## src/rtl/hash_table_lp_pkg.sv

```systemverilog
// rtl/hash_table_lp_pkg.sv - shared operation codes, slot states and FSM states
package hash_table_lp_pkg;

   typedef enum logic [1:0] {
      OP_LOOKUP = 2'b00,
      OP_INSERT = 2'b01,
      OP_DELETE = 2'b10,
      OP_CLEAR  = 2'b11
   } op_e;

   typedef enum logic [1:0] {
      SLOT_EMPTY = 2'b00,
      SLOT_VALID = 2'b01,
      SLOT_TOMB  = 2'b10
   } slot_state_e;

   typedef enum logic [2:0] {
      ST_IDLE      = 3'd0,
      ST_PROBE     = 3'd1,
      ST_SSD_ISSUE = 3'd2,
      ST_SSD_WAIT  = 3'd3,
      ST_CLEAR     = 3'd4,
      ST_RESP      = 3'd5
   } fsm_state_e;

endpackage

```

## src/rtl/hash_table_lp_if.sv

```systemverilog
// rtl/hash_table_lp_if.sv - request/response and SSD command bundle
interface hash_table_lp_if #(
   parameter int KEY_W   = 32,
   parameter int VALUE_W = 32,
   parameter int DATA_W  = 512,
   parameter int CNT_W   = 5
);
   logic               req_valid;
   logic               req_ready;
   logic [1:0]         operation;
   logic [KEY_W-1:0]   key;
   logic [DATA_W-1:0]  photo_data;
   logic               resp_valid;
   logic               hit;
   logic               success;
   logic [VALUE_W-1:0] value_out;
   logic [CNT_W-1:0]   count;
   logic               ssd_write;
   logic               ssd_delete;
   logic [DATA_W-1:0]  ssd_data_out;
   logic [VALUE_W-1:0] ssd_addr_out;
   logic [VALUE_W-1:0] ssd_addr_in;
   logic               ssd_ready;
   logic               ssd_done;

   modport master (
      output req_valid, operation, key, photo_data, ssd_addr_in, ssd_ready, ssd_done,
      input  req_ready, resp_valid, hit, success, value_out, count,
             ssd_write, ssd_delete, ssd_data_out, ssd_addr_out
   );

   modport slave (
      input  req_valid, operation, key, photo_data, ssd_addr_in, ssd_ready, ssd_done,
      output req_ready, resp_valid, hit, success, value_out, count,
             ssd_write, ssd_delete, ssd_data_out, ssd_addr_out
   );
endinterface

```

## src/rtl/hash_slot_ram.sv

```systemverilog
// rtl/hash_slot_ram.sv - slot array with async read, sync write, resettable states
module hash_slot_ram
   import hash_table_lp_pkg::*;
#(
   parameter int DEPTH   = 16,
   parameter int KEY_W   = 32,
   parameter int VALUE_W = 32,
   localparam int L      = $clog2(DEPTH)
) (
   input  logic               clk,
   input  logic               reset_n,
   input  logic [L-1:0]       i_raddr,
   output slot_state_e        o_rstate,
   output logic [KEY_W-1:0]   o_rkey,
   output logic [VALUE_W-1:0] o_rval,
   input  logic               i_we,
   input  logic [L-1:0]       i_waddr,
   input  slot_state_e        i_wstate,
   input  logic [KEY_W-1:0]   i_wkey,
   input  logic [VALUE_W-1:0] i_wval
);
   slot_state_e        r_state [DEPTH];
   logic [KEY_W-1:0]   r_key   [DEPTH];
   logic [VALUE_W-1:0] r_val   [DEPTH];

   // slot states clear to EMPTY on reset so the table is empty the moment reset drops
   always_ff @(posedge clk or negedge reset_n) begin
      if (!reset_n) begin
         for (int i = 0; i < DEPTH; i++) r_state[i] <= SLOT_EMPTY;
      end else if (i_we) begin
         r_state[i_waddr] <= i_wstate;
      end
   end

   // key/address payload is only meaningful behind a non-EMPTY state, so it is not reset
   always_ff @(posedge clk) begin
      if (i_we) begin
         r_key[i_waddr] <= i_wkey;
         r_val[i_waddr] <= i_wval;
      end
   end

   assign o_rstate = r_state[i_raddr];
   assign o_rkey   = r_key[i_raddr];
   assign o_rval   = r_val[i_raddr];
endmodule

```

## src/rtl/hash_table_lp.sv

```systemverilog
// rtl/hash_table_lp.sv - linear-probing key->SSD address table with SSD command sequencing
module hash_table_lp #(
   parameter int KEY_W     = 32,
   parameter int DEPTH     = 16,
   parameter int VALUE_W   = 32,
   parameter int DATA_W    = 512,
   parameter int MAX_PROBE = DEPTH
) (
   input  logic          clk,
   input  logic          reset_n,
   hash_table_lp_if.slave bus
);
   import hash_table_lp_pkg::*;

   localparam int L = $clog2(DEPTH);
   localparam logic [L:0]   PROBE_LAST = (L+1)'(MAX_PROBE - 1);
   localparam logic [L-1:0] IDX_LAST   = L'(DEPTH - 1);

   fsm_state_e         r_fsm;
   op_e                r_op;
   logic [KEY_W-1:0]   r_key;
   logic [DATA_W-1:0]  r_data;
   logic [L-1:0]       r_idx;
   logic [L:0]         r_probes;
   logic               r_have_free;
   logic [L-1:0]       r_free_idx;
   logic [L-1:0]       r_target;
   logic [VALUE_W-1:0] r_del_addr;
   logic               r_p_hit, r_p_success;
   logic [VALUE_W-1:0] r_p_value;
   logic               r_req_ready, r_resp_valid, r_hit, r_success;
   logic [VALUE_W-1:0] r_value;
   logic [L:0]         r_count;
   logic               r_ssd_write, r_ssd_delete;
   logic [DATA_W-1:0]  r_ssd_data;
   logic [VALUE_W-1:0] r_ssd_addr;

   slot_state_e        w_rd_state;
   logic [KEY_W-1:0]   w_rd_key;
   logic [VALUE_W-1:0] w_rd_val;
   logic               w_we;
   logic [L-1:0]       w_waddr;
   slot_state_e        w_wstate;
   logic [VALUE_W-1:0] w_wval;
   logic [L-1:0]       w_hash;
   logic               w_key_match, w_rd_empty, w_last, w_free_any;
   logic [L-1:0]       w_free_sel;
   logic               w_advance, w_go_ssd, w_record_free, w_res_hit, w_res_success;
   logic [VALUE_W-1:0] w_res_value;

   hash_slot_ram #(.DEPTH(DEPTH), .KEY_W(KEY_W), .VALUE_W(VALUE_W)) u_ram (
      .clk      (clk),
      .reset_n  (reset_n),
      .i_raddr  (r_idx),
      .o_rstate (w_rd_state),
      .o_rkey   (w_rd_key),
      .o_rval   (w_rd_val),
      .i_we     (w_we),
      .i_waddr  (w_waddr),
      .i_wstate (w_wstate),
      .i_wkey   (r_key),
      .i_wval   (w_wval)
   );

   assign w_hash      = bus.key[L-1:0] ^ bus.key[2*L-1:L];
   assign w_key_match = (w_rd_state == SLOT_VALID) && (w_rd_key == r_key);
   assign w_rd_empty  = (w_rd_state == SLOT_EMPTY);
   assign w_last      = (r_probes == PROBE_LAST);
   assign w_free_any  = r_have_free || (w_rd_state != SLOT_VALID);
   assign w_free_sel  = r_have_free ? r_free_idx : r_idx;

   // per-probe decision: advance to next slot, go issue an SSD command, or finish with a result
   always_comb begin
      w_advance     = 1'b0;
      w_go_ssd      = 1'b0;
      w_record_free = 1'b0;
      w_res_hit     = 1'b0;
      w_res_success = 1'b0;
      w_res_value   = '0;
      case (r_op)
         OP_LOOKUP: begin
            if (w_key_match) begin
               w_res_hit     = 1'b1;
               w_res_success = 1'b1;
               w_res_value   = w_rd_val;
            end else if (!w_rd_empty && !w_last) begin
               w_advance = 1'b1;
            end
         end
         OP_INSERT: begin
            if (w_key_match) begin
               w_res_hit = 1'b1;
            end else if (w_rd_empty || w_last) begin
               w_go_ssd = w_free_any;
            end else begin
               w_advance     = 1'b1;
               w_record_free = (w_rd_state == SLOT_TOMB) && !r_have_free;
            end
         end
         OP_DELETE: begin
            if (w_key_match) begin
               w_go_ssd = 1'b1;
            end else if (!w_rd_empty && !w_last) begin
               w_advance = 1'b1;
            end
         end
         default: ;
      endcase
   end

   // slot writes: clear sweep, or commit on SSD completion
   always_comb begin
      w_we     = 1'b0;
      w_waddr  = r_target;
      w_wstate = SLOT_EMPTY;
      w_wval   = '0;
      if (r_fsm == ST_CLEAR) begin
         w_we    = 1'b1;
         w_waddr = r_idx;
      end else if (r_fsm == ST_SSD_WAIT && bus.ssd_done) begin
         w_we = 1'b1;
         if (r_op == OP_INSERT) begin
            w_wstate = SLOT_VALID;
            w_wval   = bus.ssd_addr_in;
         end else begin
            w_wstate = SLOT_TOMB;
            w_wval   = r_del_addr;
         end
      end
   end

   // main FSM with registered outputs; reset abandons any in-flight SSD operation
   always_ff @(posedge clk or negedge reset_n) begin
      if (!reset_n) begin
         r_fsm        <= ST_IDLE;
         r_op         <= OP_LOOKUP;
         r_key        <= '0;
         r_data       <= '0;
         r_idx        <= '0;
         r_probes     <= '0;
         r_have_free  <= 1'b0;
         r_free_idx   <= '0;
         r_target     <= '0;
         r_del_addr   <= '0;
         r_p_hit      <= 1'b0;
         r_p_success  <= 1'b0;
         r_p_value    <= '0;
         r_req_ready  <= 1'b1;
         r_resp_valid <= 1'b0;
         r_hit        <= 1'b0;
         r_success    <= 1'b0;
         r_value      <= '0;
         r_count      <= '0;
         r_ssd_write  <= 1'b0;
         r_ssd_delete <= 1'b0;
         r_ssd_data   <= '0;
         r_ssd_addr   <= '0;
      end else begin
         r_resp_valid <= 1'b0;
         r_ssd_write  <= 1'b0;
         r_ssd_delete <= 1'b0;
         case (r_fsm)
            ST_IDLE: begin
               if (bus.req_valid && r_req_ready) begin
                  r_req_ready <= 1'b0;
                  r_op        <= op_e'(bus.operation);
                  r_key       <= bus.key;
                  r_data      <= bus.photo_data;
                  r_probes    <= '0;
                  r_have_free <= 1'b0;
                  if (op_e'(bus.operation) == OP_CLEAR) begin
                     r_idx <= '0;
                     r_fsm <= ST_CLEAR;
                  end else begin
                     r_idx <= w_hash;
                     r_fsm <= ST_PROBE;
                  end
               end
            end
            ST_PROBE: begin
               if (w_record_free) begin
                  r_have_free <= 1'b1;
                  r_free_idx  <= r_idx;
               end
               if (w_advance) begin
                  r_idx    <= r_idx + 1'b1;
                  r_probes <= r_probes + 1'b1;
               end else if (w_go_ssd) begin
                  r_target   <= (r_op == OP_INSERT) ? w_free_sel : r_idx;
                  r_del_addr <= w_rd_val;
                  r_fsm      <= ST_SSD_ISSUE;
               end else begin
                  r_p_hit     <= w_res_hit;
                  r_p_success <= w_res_success;
                  r_p_value   <= w_res_value;
                  r_fsm       <= ST_RESP;
               end
            end
            ST_SSD_ISSUE: begin
               if (bus.ssd_ready) begin
                  if (r_op == OP_INSERT) begin
                     r_ssd_write <= 1'b1;
                     r_ssd_data  <= r_data;
                  end else begin
                     r_ssd_delete <= 1'b1;
                     r_ssd_addr   <= r_del_addr;
                  end
                  r_fsm <= ST_SSD_WAIT;
               end
            end
            ST_SSD_WAIT: begin
               if (bus.ssd_done) begin
                  r_p_success <= 1'b1;
                  if (r_op == OP_INSERT) begin
                     r_count   <= r_count + 1'b1;
                     r_p_hit   <= 1'b0;
                     r_p_value <= bus.ssd_addr_in;
                  end else begin
                     r_count   <= r_count - 1'b1;
                     r_p_hit   <= 1'b1;
                     r_p_value <= r_del_addr;
                  end
                  r_fsm <= ST_RESP;
               end
            end
            ST_CLEAR: begin
               if (r_idx == IDX_LAST) begin
                  r_count     <= '0;
                  r_p_hit     <= 1'b0;
                  r_p_success <= 1'b1;
                  r_p_value   <= '0;
                  r_fsm       <= ST_RESP;
               end else begin
                  r_idx <= r_idx + 1'b1;
               end
            end
            ST_RESP: begin
               r_resp_valid <= 1'b1;
               r_hit        <= r_p_hit;
               r_success    <= r_p_success;
               r_value      <= r_p_value;
               r_req_ready  <= 1'b1;
               r_fsm        <= ST_IDLE;
            end
            default: begin
               r_req_ready <= 1'b1;
               r_fsm       <= ST_IDLE;
            end
         endcase
      end
   end

   assign bus.req_ready    = r_req_ready;
   assign bus.resp_valid   = r_resp_valid;
   assign bus.hit          = r_hit;
   assign bus.success      = r_success;
   assign bus.value_out    = r_value;
   assign bus.count        = r_count;
   assign bus.ssd_write    = r_ssd_write;
   assign bus.ssd_delete   = r_ssd_delete;
   assign bus.ssd_data_out = r_ssd_data;
   assign bus.ssd_addr_out = r_ssd_addr;
endmodule

```

## src/flat_wrapper.sv

```systemverilog
// flat-port wrapper written by rule: the top's interface ports become plain ports
module hash_table_lp_flat import hash_table_lp_pkg::*;
#(
   parameter int KEY_W     = 32,
   parameter int DEPTH     = 16,
   parameter int VALUE_W   = 32,
   parameter int DATA_W    = 512,
   parameter int MAX_PROBE = DEPTH
)
  (clk, reset_n, bus_req_valid, bus_operation, bus_key, bus_photo_data, bus_ssd_addr_in, bus_ssd_ready, bus_ssd_done, bus_req_ready, bus_resp_valid, bus_hit, bus_success, bus_value_out, bus_count, bus_ssd_write, bus_ssd_delete, bus_ssd_data_out, bus_ssd_addr_out);
  hash_table_lp_if #(.KEY_W(KEY_W), .VALUE_W(VALUE_W), .DATA_W(DATA_W), .CNT_W(5)) bus_i ();
  input  logic clk;
  input  logic reset_n;
  input wire logic [$bits(bus_i.req_valid)-1:0] bus_req_valid;
  input wire logic [$bits(bus_i.operation)-1:0] bus_operation;
  input wire logic [$bits(bus_i.key)-1:0] bus_key;
  input wire logic [$bits(bus_i.photo_data)-1:0] bus_photo_data;
  input wire logic [$bits(bus_i.ssd_addr_in)-1:0] bus_ssd_addr_in;
  input wire logic [$bits(bus_i.ssd_ready)-1:0] bus_ssd_ready;
  input wire logic [$bits(bus_i.ssd_done)-1:0] bus_ssd_done;
  output wire logic [$bits(bus_i.req_ready)-1:0] bus_req_ready;
  output wire logic [$bits(bus_i.resp_valid)-1:0] bus_resp_valid;
  output wire logic [$bits(bus_i.hit)-1:0] bus_hit;
  output wire logic [$bits(bus_i.success)-1:0] bus_success;
  output wire logic [$bits(bus_i.value_out)-1:0] bus_value_out;
  output wire logic [$bits(bus_i.count)-1:0] bus_count;
  output wire logic [$bits(bus_i.ssd_write)-1:0] bus_ssd_write;
  output wire logic [$bits(bus_i.ssd_delete)-1:0] bus_ssd_delete;
  output wire logic [$bits(bus_i.ssd_data_out)-1:0] bus_ssd_data_out;
  output wire logic [$bits(bus_i.ssd_addr_out)-1:0] bus_ssd_addr_out;
  assign bus_i.req_valid = bus_req_valid;
  assign bus_i.operation = bus_operation;
  assign bus_i.key = bus_key;
  assign bus_i.photo_data = bus_photo_data;
  assign bus_i.ssd_addr_in = bus_ssd_addr_in;
  assign bus_i.ssd_ready = bus_ssd_ready;
  assign bus_i.ssd_done = bus_ssd_done;
  assign bus_req_ready = bus_i.req_ready;
  assign bus_resp_valid = bus_i.resp_valid;
  assign bus_hit = bus_i.hit;
  assign bus_success = bus_i.success;
  assign bus_value_out = bus_i.value_out;
  assign bus_count = bus_i.count;
  assign bus_ssd_write = bus_i.ssd_write;
  assign bus_ssd_delete = bus_i.ssd_delete;
  assign bus_ssd_data_out = bus_i.ssd_data_out;
  assign bus_ssd_addr_out = bus_i.ssd_addr_out;
  hash_table_lp #(.KEY_W(KEY_W), .DEPTH(DEPTH), .VALUE_W(VALUE_W), .DATA_W(DATA_W), .MAX_PROBE(MAX_PROBE)) u_core (.clk(clk), .reset_n(reset_n), .bus(bus_i));
endmodule
```

## config.mk

```make
export PLATFORM = sky130hd
export DESIGN_NAME = hash_table_lp_flat
export DESIGN_NICKNAME = d
export VERILOG_FILES = /design/src/rtl/hash_table_lp_pkg.sv /design/src/rtl/hash_table_lp_if.sv /design/src/rtl/hash_slot_ram.sv /design/src/rtl/hash_table_lp.sv /design/src/flat_wrapper.sv
export SDC_FILE = /design/constraint.sdc
export NUM_CORES = 2
export LEC_CHECK = 0
export CAP_MARGIN = 30
export CORE_AREA = 2 2 454 456
export DETAILED_ROUTE_END_ITERATION = 12
export DIE_AREA = 0 0 456 458
export GPL_ROUTABILITY_DRIVEN = 0
export MAX_ROUTING_LAYER = met4
export PLACE_DENSITY = 0.64
export SYNTH_ARGS = -nofsm -noshare
export SYNTH_HDL_FRONTEND = slang
export SYNTH_SLANG_ARGS = --single-unit
```

## constraint.sdc

```tcl
create_clock -name clk -period 7.5 [get_ports clk]
set_input_delay 0.75 -clock clk [delete_from_list [all_inputs] [get_ports clk]]
set_output_delay 0.75 -clock clk [all_outputs]
set_load 0.05 [all_outputs]
```

# Yosys cells after proc, flatten, opt, wreduce, memory -nomap -nowiden
# Memory sizes are Yosys's and may differ from the RTL's.
# Cells that the tools add are included.
# word_totals
register_bits	1252
n_memories	2
word_cells	191
out_inout_bits	587
in_bits	583
mem_bits_rw	1024
# mem_list
memory	words	width	read_ports	rd_ports_with_merged_regs	wr	line	source
u_core.u_ram.r_key	16	32	1	0	1	hash_slot_ram.sv:23	logic [KEY_W-1:0] r_key [DEPTH];
u_core.u_ram.r_val	16	32	1	0	1	hash_slot_ram.sv:24	logic [VALUE_W-1:0] r_val [DEPTH];
# op_classes
muxes	81
addsub	4
magnitude_cmp	3
n_reduce_logical	33
bitwise_logic	6
eq_ne	23
# op_table
op	count
32-bit two-way mux	9
32-bit case mux with 3 select lines	1
1-bit two-way mux	33
32-bit bitwise mux	1
32-bit equality test	1
4-bit two-way mux	7
5-bit two-way mux	5
3-bit two-way mux	7
5-bit case mux with 2 select lines	2
3-bit AND reduction	6
3-bit case mux with 5 select lines	1
2-bit two-way mux	6
2-bit != test (second input constant)	6
4-bit case mux with 3 select lines	1
5-bit by 1-bit adder with 5-bit output (second input constant)	2
5-bit greater-or-equal comparator (second input constant)	2
4-bit NOT with 5-bit output	2
5-bit AND reduction	2
2-bit binary-select mux with 4-bit select	1
2-bit demux with 4-bit select	1
2-bit by 1-bit != test with 1-bit output (second input constant)	4
1-bit case mux with 2 select lines	4
2-bit equality test (second input constant)	3
3-bit by 2-bit equality test with 1-bit output (second input constant)	2
other kinds (22)	41

# Longest topological paths before layout
# depth
word_depth	12
mapped_depth	17
ltp_nobuf	10

# Cells and area by module
# A second synthesis with hierarchy kept.
# hier_totals
cells_unflattened	6910
hier_area_um2	87242.4
# modules_own_cells
mod	n_inst	area_per_inst_um2	cells_per_inst	seq_area_each_um2
hash_table_lp	1	47495.6	5240	30530.5
hash_slot_ram	1	39746.9	1670	31550.3

# Worst setup path after synthesis
# Ideal clock, no wire load.
# synth_path
path_kind	register to register
start	register u_core.r_idx[0]
end	register u_core.u_ram.r_state[28] (netlist name)
stages_incl_launch_ff	13
t_required_ns	7.372
n_path_buf	7
setup_ns	0.128
arrival_ns	5.505
slack_ns	1.868
period_less_slack_ns	5.632
path_cell_list	dfrtp_1 -> buf_6 -> buf_12 -> buf_6 -> buf_6 -> buf_6 -> clkbuf_1 -> buf_1 -> inv_1 -> nor3_1 -> a31oi_1 -> nor2_1 -> mux2_2
# synth_between
elab_chain_cells	7
word_cells_on_any_way	8
classes_between	order compare: 2; mux: 4; bitwise: 1; reduce/logical: 1
# synth_rtl
item	line	source
start, declared	hash_table_lp.sv:23	logic [L-1:0] r_idx;
start signal, assigned	hash_table_lp.sv:175	r_idx <= w_hash;
start signal, assigned	hash_table_lp.sv:186	r_idx <= r_idx + 1'b1;
start signal, assigned	hash_table_lp.sv:234	r_idx <= r_idx + 1'b1;
4-bit two-way mux (*)	hash_table_lp.sv:117	if (r_fsm == ST_CLEAR) begin
4-bit NOT with 5-bit output (not written as such) (*)	hash_slot_ram.sv:31	r_state[i_waddr] <= i_wstate;
5-bit greater-or-equal comparator (not written as such) / 5-bit by 1-bit less-than comparator with 1-bit output (equally long branches)	hash_slot_ram.sv:31	
1-bit logical AND (not written as such)	hash_slot_ram.sv:31	
2-bit two-way mux (not written as such)	hash_slot_ram.sv:31	
2-bit demux with 4-bit select (*)	hash_slot_ram.sv:31	
32-bit bitwise mux (*)	hash_slot_ram.sv:31	
end signal, assigned by index	hash_slot_ram.sv:31	
end, declared	hash_slot_ram.sv:22	slot_state_e r_state [DEPTH];
# Every way passes the cells marked *; elsewhere a longest branch is shown, timed or not.
# A chain may end at the register's enable or synchronous reset.

# Worst setup path in the final report
# layout_path
start	register u_core.r_idx[1]
end	register u_core.r_p_value[13]
# layout_between
elab_chain_cells	12
word_cells_on_any_way	34
classes_between	eq/ne: 7; mux: 17; bitwise: 1; reduce/logical: 7; memory: 2
# layout_rtl
item	line	source
4-bit NOT with 5-bit output (not written as such)	hash_slot_ram.sv:43	assign o_rstate = r_state[i_raddr];
2-bit binary-select mux with 4-bit select	hash_slot_ram.sv:43	
2-bit two-way mux (not written as such) (2 in a row)	hash_slot_ram.sv:43	
2-bit zero test	hash_table_lp.sv:67	assign w_rd_empty = (w_rd_state == SLOT_EMPTY);
1-bit zero test	hash_table_lp.sv:86, hash_table_lp.sv:103	
1-bit logical AND	hash_table_lp.sv:86, hash_table_lp.sv:103	
1-bit two-way mux	hash_table_lp.sv:86, hash_table_lp.sv:103	
1-bit two-way mux	hash_table_lp.sv:101	if (w_key_match) begin
1-bit case mux with 2 select lines	hash_table_lp.sv:80	case (r_op)
2-bit != test (no source line)	-	
5-bit AND reduction (no source line)	-	
end signal, assigned	hash_table_lp.sv:195	r_p_value <= w_res_value;
end signal, assigned	hash_table_lp.sv:217	r_p_value <= bus.ssd_addr_in;
end signal, assigned	hash_table_lp.sv:221	r_p_value <= r_del_addr;
end, declared	hash_table_lp.sv:30	logic [VALUE_W-1:0] r_p_value;
# Parallel ways exist; a longest one is shown, timed or not. The select of a mux whose other input is x is not followed.

==> impl_metrics.csv <==
group,metric,value,unit
layout,finalInstanceArea,0.1118,mm2
routing,avgRoutedWirePerCell,25.78,um
critical_path,startpoint_type,"flop",
critical_path,setup.worst_path.end_class,"flop",
routing,totalWireLength,286000,um
yosys,synth_seq_area_share,70.35,%
timing,rsz0062_at_grt,"false",
timing,fin_crit,5.777,ns
routing,avgViaCountPerCell,5.355,
floorplan,core_region_area,0.2038,mm2
routing,vias,59410,
clock_network,cts_root_buf,"clkbuf_16",
critical_path,path_cells,"buf_4, buf_4, mux4_2, a22oi_1, nand2_1, nand2_1, a2111oi_0, and4b_1, nand4_4, mux2_4, o221ai_4, buf_4, mux2_2",
global_route,top_usage_layer,"met2",
clock_network,clock-sinks,2276,
routing,first_iter_violations,7189,
yosys,synthFlopType,"dfrtp_1",
yosys,synth_compound_area_share,1.781,%
routing,drc,0,
clock_network,clockBufferDepth,3,
floorplan,ioPinCount,1170,
clock_network,worstSkewPairLatency,0.88,ns
status,outcome,"finished, final reports clean",
critical_path,crit_type,"flop to flop",
run,maxCapViolations,0,
global_route,grt_pass1_vias,58450,
layout,nNetsFinal,8749,
timing,finalSetupTns,0,ns
yosys,yosysUniqueCellTypes,75,
place,io_buffers,1169,
layout,num-fill-cells,16710,
floorplan,die_w,456,um
timing,worstMarginPinSlew,1.101,ns
yosys,synthSimpleGateAreaFrac,15.10,%
global_route,met1_usage,37.09,%
critical_path,crit_path_frequent_cell,"buf_4",
global_route,track_usage,27.82,%
global_route,use_met3,5.999,%
timing,drv_slew,0,
yosys,netlist_instances,6978,
critical_path,crit_required,8.24,ns
critical_path,slowest_delay,0.98,ns
pwr,p_leak,48.45,nW
clock_network,clk_pin_slew,0.06,ns
yosys,synth_top_family_by_area,"simple AND/OR/NAND/NOR gates",
yosys,ys_ff_latch,2276,
floorplan,rows,166,
global_route,grt_max_degree,199,
yosys,yosys_warnings,0,
yosys,async_reset_ff_share,55.01,%
critical_path,critPathMaxFanout,52,
floorplan,die_h,458,um
routing,final_antenna_net_count,0,
place,post_dp_cell_area,0.1034,mm2
yosys,synthMuxAreaShare,10.28,%
yosys,synth.cell_area,0.08825,mm2
layout,drive_gt1_share,11.54,%
min_path,hold_path.class,"input pin to flop",
clock_network,cts_tree,"done",
global_route,grt_overflow,0,
yosys,avgSynthCellArea,12.65,um2
critical_path,critPathSlowestCell,"dfrtp_4",
clock_network,ctsHtreeMaxLevel,4,
pwr,power_density,437.5,mW/mm2
yosys,synth_edf_count,1024,
clock_network,post-cts-setup-buffers,0,
critical_path,crit_arrival,6.52,ns
clock_network,cts_buffers,229,
layout,area_delta_synth_final,26.74,%
timing,max_freq,173.1,MHz
global_route,grt_pass1_wl,415700,um
timing,skew,0.06164,ns
timing,period_share,77.03,%
yosys,syn_nets,7572,
floorplan,die_area,0.2088,mm2
timing,finalHoldViolCount,0,
timing,finalSetupViolCount,0,
pwr,peakVddDrop,0.3039,mV
place,dpl.hpwl,189000,um
timing,relSlewSlack,26.62,%
routing,drtPass1Iterations,6,
yosys,synth-adder-area-share,0.1645,%
global_route,gr-usage-met2,41.95,%
pwr,power.total,48.94,mW
global_route,grt_antenna_before_repair,68,
yosys,synth_xor_area_share,0.3573,%
floorplan,initial_core_util,43.31,%
==> critical path: cells and delay by family (launching register included) <==
family,cells,cell delay (ns)
buffers and inverters,3,1.53
flip-flops,1,0.98
multiplexers,3,1.11
AO/OA/AOI/OAI,3,0.87
AND/OR/NAND/NOR,4,0.98
==> layout make-up <==
class                           instances  area, um2  share of cell area [%]
Antenna cell                           51      127.6                  0.1141
Clock buffer                          320       6631                   5.929
Tap cell                             2688       3363                   3.007
Sequential cell                      2276      62090                   55.52
Clock inverter                        112       1632                   1.459
Timing Repair Buffer                 1317      13260                   11.86
Inverter                               38      153.9                  0.1376
Multi-Input combinational cell       4293      24580                   21.98
==> cell families (layout without fill, tap and decap cells) <==
kind of cell	after synthesis	in the layout
xor+xnor	36	36
simple gates	3470	3470
compound gates	219	219
flops	2276	2276
fa+ha+maj	11	11
mux	557	557
buf+inv	409	1787
other cells	0	51
==> layer usage <==
layer / vias up / part of all wire, %
met5: - / 0
met4: 0 / 3.9
met3: 529 / 7.8
met2: 2630 / 47
met1: 30260 / 41
li1: 26000 / -
==> where the power goes <==
part	leakage, nW	internal (mW)	total [mW]	switching [mW]
combinational	18.5	6.08	17.3	11.2
clock	4.05	7.32	12.4	5.04
sequential	25.9	16.7	19.2	2.50
total	48.4	30.1	48.9	18.8
==> stage by stage <==
stage | hold WS [ns] | util [%] | setup WS [ns] | instances
after floorplan | 0.4331 | - | 1.868 | 6978
after global placement | 0.4447 | 50.63 | 1.888 | 10600
after detailed placement | 0.4488 | 50.75 | 1.777 | 10610
after CTS | 0.3066 | 54.81 | 1.751 | 11040
after global routing | 0.3608 | 54.88 | 1.397 | 11090
final | 0.3917 | 54.89 | 1.723 | 11100
==> cells in the mapped netlist (4+ instances only) <==
cell type,count,area [um2]
a21oi_1,23,115.1
a221oi_1,9,78.83
a22o_1,15,131.4
a22oi_1,28,210.2
a2bb2oi_1,5,43.79
a31oi_1,14,87.58
and2_1,4,25.02
and3_1,5,31.28
buf_1,28,105.1
buf_2,7,35.03
buf_4,10,75.07
buf_6,15,168.9
clkbuf_1,308,1156
dfrtp_1,1251,31310
edfxtp_1,1024,30750
ha_1,10,125.1
inv_1,34,127.6
mux2_1,21,236.5
mux2_2,104,1171
mux2_4,19,285.3
mux2i_1,154,1541
mux4_2,259,5833
nand2_1,3292,12360
nand2b_1,4,25.02
nand3_1,13,65.06
nand4_1,9,56.30
nor2_1,50,187.7
nor2b_1,7,43.79
nor3_1,55,275.3
nor4_1,5,31.28
o21ai_0,41,205.2
o21ai_1,5,25.02
o221ai_1,5,43.79
o22ai_1,9,56.30
o2bb2ai_1,32,280.3
or2_2,6,37.54
or3_1,5,31.28
xnor2_1,20,175.2
xor2_1,16,140.1
==> registers in the layout, summed over array words and instances (netlist names), 5 cells and up <==
signal / count
u_core.bus.ssd_data_out: 512
u_core.r_data: 512
u_core.u_ram.r_key: 512
u_core.u_ram.r_val: 512
u_core.bus.ssd_addr_out: 32
u_core.bus.value_out: 32
u_core.r_del_addr: 32
u_core.r_key: 32
u_core.r_p_value: 32
u_core.u_ram.r_state: 32
u_core.bus.count: 5
u_core.r_probes: 5
==> final timing paths <==
check                                   start  slack (ns)  depth (start not counted)                           end
setup reg to reg              u_core.r_idx[1]        1.72                         13          u_core.r_p_value[13]
max in group asynchronous             reset_n        4.88                          4            u_core.r_data[230]
setup / recovery              u_core.r_idx[1]        1.72                         13          u_core.r_p_value[13]
hold reg to reg            u_core.r_data[268]        0.41                          2  u_core.bus.ssd_data_out[268]
min in group asynchronous             reset_n        0.41                          2  u_core.bus.ssd_data_out[477]
hold / removal             bus_photo_data[97]        0.39                          3             u_core.r_data[97]
==> layout by cell type (no fill, tap or decap), types with 51 or more instances in the layout <==
cell	netlist	routed
clkbuf_16	0	233
buf_4	10	113
edfxtp_1	1024	1024
dfrtp_1	1251	1247
mux2_2	104	104
nor3_1	55	53
clkdlybuf4s50_1	0	1168
mux2i_1	154	154
mux4_2	259	259
diode_2	0	51
nand2_1	3292	3290
==> timing repair <==
item / in CTS / in global routing
resized for setup: 0 / 0
hold buffers: 1 / 0
endpoints found under the hold margin: 113 / 0
No activity file was read; power rests on OpenSTA's default activity.
